## src/rtl/mem_line_arbiter_pkg.sv

```systemverilog
// mem_line_arbiter_pkg: line geometry, burst FSM states and address helpers
package mem_line_arbiter_pkg;
    localparam int LINE_WORDS = 8;
    localparam int IDX_W = 3;

    typedef enum logic [1:0] {S_IDLE, S_BURST, S_DRAIN, S_DONE} state_t;

    function automatic logic [31:0] line_base(input logic [31:0] a);
        return a & ~32'(LINE_WORDS * 4 - 1);
    endfunction

    function automatic logic [31:0] word_addr(input logic [31:0] base, input logic [IDX_W-1:0] idx);
        return base | {{(30 - IDX_W){1'b0}}, idx, 2'b00};
    endfunction
endpackage

```

## src/rtl/mem_line_arbiter_rr_arb2.sv

```systemverilog
// rr_arb2: two-way round-robin picker; on a tie the side that did not win last time wins
module rr_arb2 (
    input  logic [1:0] req,
    input  logic       last,
    output logic [1:0] gnt
);
    always_comb gnt = &req ? (last ? 2'b01 : 2'b10) : req;
endmodule

```

## src/rtl/mem_line_arbiter.sv

```systemverilog
// mem_line_arbiter: shares the memory word port between I-cache and D-cache line bursts
module mem_line_arbiter
    import mem_line_arbiter_pkg::*;
(
    input  logic             clk,
    input  logic             reset,
    input  logic             ic_req,
    input  logic [31:0]      ic_addr,
    input  logic             dc_req,
    input  logic             dc_we,
    input  logic [31:0]      dc_addr,
    input  logic [31:0]      dc_wdata,
    output logic             ic_grant,
    output logic             dc_grant,
    output logic [IDX_W-1:0] beat_idx,
    output logic             rsp_valid,
    output logic [IDX_W-1:0] rsp_idx,
    output logic [31:0]      rsp_data,
    output logic             ic_done,
    output logic             dc_done,
    output logic [31:0]      mem_addr,
    output logic             mem_re,
    output logic             mem_we,
    output logic [31:0]      mem_wdata,
    input  logic [31:0]      mem_rdata
);
    state_t state;
    logic owner;
    logic last_grant;
    logic [1:0] gnt;
    logic [31:0] base;
    logic [31:0] win_base;
    logic win_we;
    logic [IDX_W-1:0] nxt;

    rr_arb2 u_arb (
        .req  ({dc_req, ic_req}),
        .last (last_grant),
        .gnt  (gnt)
    );

    assign win_base = line_base(gnt[1] ? dc_addr : ic_addr);
    assign win_we = gnt[1] & dc_we;
    assign nxt = beat_idx + 1'b1;
    // DC drives its word combinationally from beat_idx, so data pairs with the registered address
    assign mem_wdata = mem_we ? dc_wdata : '0;
    // memory returns data one cycle after the strobe, aligned with the delayed rsp_valid
    assign rsp_data = rsp_valid ? mem_rdata : '0;

    always_ff @(posedge clk or negedge reset) begin
        if (!reset) begin
            state <= S_IDLE;
            owner <= 1'b0;
            last_grant <= 1'b1;
            base <= '0;
            ic_grant <= 1'b0;
            dc_grant <= 1'b0;
            beat_idx <= '0;
            rsp_valid <= 1'b0;
            rsp_idx <= '0;
            ic_done <= 1'b0;
            dc_done <= 1'b0;
            mem_addr <= '0;
            mem_re <= 1'b0;
            mem_we <= 1'b0;
        end else begin
            rsp_valid <= mem_re;
            rsp_idx <= beat_idx;
            case (state)
                S_IDLE: if (|gnt) begin
                    state <= S_BURST;
                    owner <= gnt[1];
                    base <= win_base;
                    ic_grant <= gnt[0];
                    dc_grant <= gnt[1];
                    beat_idx <= '0;
                    mem_addr <= win_base;
                    mem_re <= ~win_we;
                    mem_we <= win_we;
                end
                S_BURST: if (&beat_idx) begin
                    state <= S_DRAIN;
                    beat_idx <= '0;
                    mem_addr <= '0;
                    mem_re <= 1'b0;
                    mem_we <= 1'b0;
                end else begin
                    beat_idx <= nxt;
                    mem_addr <= word_addr(base, nxt);
                end
                S_DRAIN: begin
                    state <= S_DONE;
                    ic_grant <= 1'b0;
                    dc_grant <= 1'b0;
                    ic_done <= ~owner;
                    dc_done <= owner;
                end
                S_DONE: begin
                    state <= S_IDLE;
                    ic_done <= 1'b0;
                    dc_done <= 1'b0;
                    last_grant <= owner;
                end
            endcase
        end
    end
endmodule

```

## config.mk

```make
export PLATFORM = sky130hd
export DESIGN_NAME = mem_line_arbiter
export DESIGN_NICKNAME = d
export VERILOG_FILES = /design/src/rtl/mem_line_arbiter_pkg.sv /design/src/rtl/mem_line_arbiter_rr_arb2.sv /design/src/rtl/mem_line_arbiter.sv
export SDC_FILE = /design/constraint.sdc
export NUM_CORES = 1
export LEC_CHECK = 0
export BUFFER_PORTS_ARGS = -buffer_cell sky130_fd_sc_hd__buf_2
export CORE_MARGIN = 2
export CORE_UTILIZATION = 47
export CTS_CLUSTER_DIAMETER = 200
export DETAILED_ROUTE_END_ITERATION = 6
export PLACE_DENSITY = 0.86
export SLEW_MARGIN = 15
export SYNTH_ARGS = -nofsm -noshare
export SYNTH_HDL_FRONTEND = slang
export SYNTH_SLANG_ARGS = --single-unit
```

## constraint.sdc

```tcl
create_clock -name clk -period 3.3 [get_ports clk]
set_input_delay 0.99 -clock clk [delete_from_list [all_inputs] [get_ports clk]]
set_output_delay 0.99 -clock clk [all_outputs]
set_load 0.02 [all_outputs]
```

==> results.txt <==
----------------------------------------------------
[Drt]
  First-iteration detailed-routing DRC count ... between 100 and 150
  Post-detailed-routing wire length ... ~13 mm
  Drc violations ... 0
  Top Metal Used ... met5
  Via density per instance ... 5.24
  Post-route ant nets ... 0
  Routed length on met1 ... about 5.5 mm
  Number of optimization iterations in the first detailed-route pass ... 5
  Total number of vias ... approximately 3,700
  Met2 layer wire length in the routed design ... between 6 and 7 mm
  Met3 layer wire length in the routed design ... between 1 and 1.5 mm
  Average wire length per cell after detail routing ... between 15 and 20 um

[Setup path]
  Element type at the critical path end ... output pin
  Type of origin of the critical path ... register
  Arrival time worst endpoint ... around 1.6 ns
  Max incr delay on CP ... slightly above 0.7 ns
  CP Max Fanout ... 26
  Crit path cell chain ... buf_4 -> and2_1 -> buf_2
  Bufs and invs on worst path ... 2
  Required time at the worst-slack endpoint ... approximately 2.3 ns
  Standard cell with the maximum stage delay on the critical path ... dfrtp_1
  CP top delay family ... flip-flops
  Crit path kind ... reg -> out

[Clock tree]
  Hold-fix buffer count after cts ... 0
  Clock root buffer ... clkbuf_8
  Clock transition at the register clock pins on the worst setup and hold paths after CTS ... about 0.08 ns
  Number of buffers added for setup after CTS ... 0
  H-tree levels ... 3
  Max clock buf depth ... 2
  Num CTS Buffers ... 9
  Worst-skew pair later-pin latency ... 0.34 ns
  Number of clock sinks ... 71
  Resize count post-CTS ... 0
  TritonCTS clock tree ... built

[Global routing]
  Number of antenna violations at the first check in global routing ... 3
  Wire length of the first global-routing pass ... around 19 mm
  GR Overflow Total ... 0
  Vias in the first global route ... 3,484
  Pin count of the biggest net entering global routing ... 72
  Global routing usage summed across all routing layers ... 0.281

[Synthesis]
  Count of unique library cells instantiated by Yosys ... 32
  Gate count after technology mapping ... 380
  Total of flip-flops plus latches after synthesis ... 71
  Async S/R FF share, synth ... 1.00
  Number of warnings reported in the yosys synthesis log ... 0
  Synthesized area divided by synthesized cell count ... 10.4 sq um
  Area leader, netlist ... dfrtp_1
  Fraction of post-synthesis cell area in the top cell type by area ... 0.445
  Most instantiated library cell after synthesis ... dfrtp_1
  Number of enable-type register cells in the synthesized netlist ... 0
  Cell area after synthesis ... slightly below 4000 sq um
  Synth cell count leaders ... 70 x dfrtp_1, 65 x and2_1, 32 x inv_1, 30 x mux2i_1, 29 x nand2_1
  Sequential fraction of the synthesis area ... 0.451
  Top post-synthesis cells by area ... dfrtp_1 44%, and2_1 10%, mux2i_1 7.6%
  Most instantiated flip-flop cell in the synthesis netlist ... dfrtp_1

[STA]
  Time the final worst path needs with I/O delays and setup ... between 2 and 3 ns
  Max-slew violation count ... 0
  Final period util ... 0.789
  Post-layout worst setup margin ... 0.696 ns
  Count of final hold-check violations ... 0
  Final setup TNS ... 0 ns
  RSZ-0062 raised after global routing ... no
  Final setup violation count ... 0
  Slew margin rel. ... 0.408
  Fin Clk Skew ... about 0.008 ns
  Max Freq ... between 300 and 400 MHz
  Transition time of the tightest slew-check pin ... just under 0.9 ns

[Finish]
  Post-layout net count ... 735
  Signed area change from the synthesized netlist to the final layout ... 37.7%
  Fraction of final layout cells with drive strength greater than 1 ... 0.466
  Sequential cell area ... roughly 1800 sq um
  Number of fillers in the final layout ... between 600 and 700
  Multi-input combinational cell area ... roughly 1900 sq um

[Power and ir drop]
  Net switching fraction of the power ... 0.447
  P_leak ... slightly below 3 nW
  Switching component of the power ... around 0.0024 W
  Maximum vdd drop ... between 400 and 500 uV
  Part of the total power dissipated in the clock network ... 0.174
  Pwr per Cell Area ... a little under 1000 nW/um^2
  Internal cell power ... slightly below 0.003 W
  Fraction of power consumed by combinational cells ... 0.528
  Register share of total power ... 0.298

[Floorplan]
  Die area ... ~9100 sq um
  X dimension of the die ... roughly 96 um
  Vertical die dimension ... ~96 um
  Top-Level Pins ... roughly 240
  Total core area ... slightly above 8000 sq um
  Initial standard-cell utilization of the core ... 0.482
  Count of standard-cell rows ... 33

[Placed design]
  Post-place setup slack ... approximately 0.77 ns
  Quantity of I/O buffers inserted on ports ... between 200 and 250
  RD Place Congestion ... 0.866
  Final HPWL DP ... 9.97 mm

[Status]
  Run status ... finished clean

[Hold path]
  Classification of the worst-slack hold path ... reg -> reg

[Flow run]
  Count of max-cap constraint violations ... 0

----------------------------------------------------
## power groups by stage
stage | Clock [W] | Sequential, W | Combinational [W]
floorplan | 0 | 0.00178 | 0.00176
global route | 0.000981 | 0.00166 | 0.00308
finish | 0.000933 | 0.00160 | 0.00284
global placement | 0 | 0.00158 | 0.00277
CTS | 0.000945 | 0.00160 | 0.00285
detailed placement | 0 | 0.00161 | 0.00284
## cell type report
type | instances | area share
multi-input cells | 243 | 0.347
clock buffers | 11 | 0.0261
inverters | 32 | 0.0221
well taps | 105 | 0.0242
diodes | 3 | 0.00138
clock inverters | 5 | 0.0238
flip-flops and latches | 71 | 0.328
repair buffers | 237 | 0.227
## path summary, 6_finish.rpt
kind	start	end	slack, ns	cells past startpoint
max in group asynchronous	reset	base[30]$_DFFE_PN0P_	1.95	1
worst max-delay path	mem_we$_DFFE_PN0P_	mem_wdata[6]	0.70	3
worst min register to register	mem_re$_DFFE_PN0P_	rsp_valid$_DFF_PN0_	0.41	0
worst min-delay path	mem_re$_DFFE_PN0P_	rsp_valid$_DFF_PN0_	0.41	0
min in group asynchronous	reset	rsp_idx[0]$_DFF_PN0_	0.75	1
worst max register to register	state[1]$_DFFE_PN0P_	mem_addr[25]$_DFFE_PN0P_	1.00	4
## flip-flops by register name, indices dropped and copies added, names as in the netlist
| signal | flops |
|---|---|
| state | 2 |
| mem_addr | 28 |
| ic_done | 1 |
| rsp_valid | 1 |
| base | 27 |
| dc_done | 1 |
| dc_grant | 1 |
| last_grant | 1 |
| ic_grant | 1 |
| mem_we | 1 |
| beat_idx | 2 |
| mem_re | 1 |
| owner | 1 |
| rsp_idx | 3 |
## stage by stage
| stage | std cells | util | total power [W] | hold WS [ns] | instance area [sq um] |
|---|---|---|---|---|---|
| 2_1_floorplan | 381 | - | 0.00354 | 0.450 | 3940 |
| 3_3_place_gp | 688 | 0.629 | 0.00434 | 0.400 | 5150 |
| 3_5_place_dp | 688 | 0.629 | 0.00445 | 0.413 | 5150 |
| 4_1_cts | 704 | 0.663 | 0.00539 | 0.420 | 5420 |
| 5_1_grt | 704 | 0.663 | 0.00571 | 0.431 | 5420 |
| 6_report | 707 | 0.663 | 0.00537 | 0.415 | 5420 |
## layer usage
| layer | vias to the layer above | global-route usage |
|---|---|---|
| met1 | 1798 | 0.381 |
| met5 | - | 0 |
| li1 | 1746 | - |
| met2 | 146 | 0.444 |
| met4 | 2 | 0.0774 |
| met3 | 16 | 0.0791 |
## logic make-up after synthesis
| family | after synthesis | synth area share |
|---|---|---|
| buffers and inverters | 67 | 0.0778 |
| muxes | 32 | 0.0819 |
| AOI/OAI and AO/OA | 69 | 0.157 |
| DFF | 71 | 0.451 |
| adders and majority gates | 8 | 0.0254 |
| and+or+nand+nor | 132 | 0.206 |
| other | 1 | 0.000952 |
## placed cells by master, fill, tap and decap left out
master / count
clkbuf_1: 1
o221ai_2: 20
buf_12: 2
bufinv_16: 4
a21oi_1: 1
or3b_1: 1
clkbuf_8: 10
mux2i_1: 30
nand2b_1: 2
conb_1: 2
buf_4: 7
buf_2: 228
a22o_1: 2
o211ai_1: 1
and2_1: 65
o22ai_1: 1
a21boi_4: 1
ha_1: 8
o21ai_0: 28
nand2_1: 29
mux2_2: 2
clkinv_4: 1
nor2b_1: 1
nor2_1: 6
o221ai_1: 7
diode_2: 3
inv_1: 32
o21ai_4: 1
a32o_1: 5
nand4b_1: 27
dfstp_2: 1
dfrtp_1: 70
o21a_2: 1
o2bb2ai_1: 1
nand3_2: 1
(Power assumes the default switching activity.)
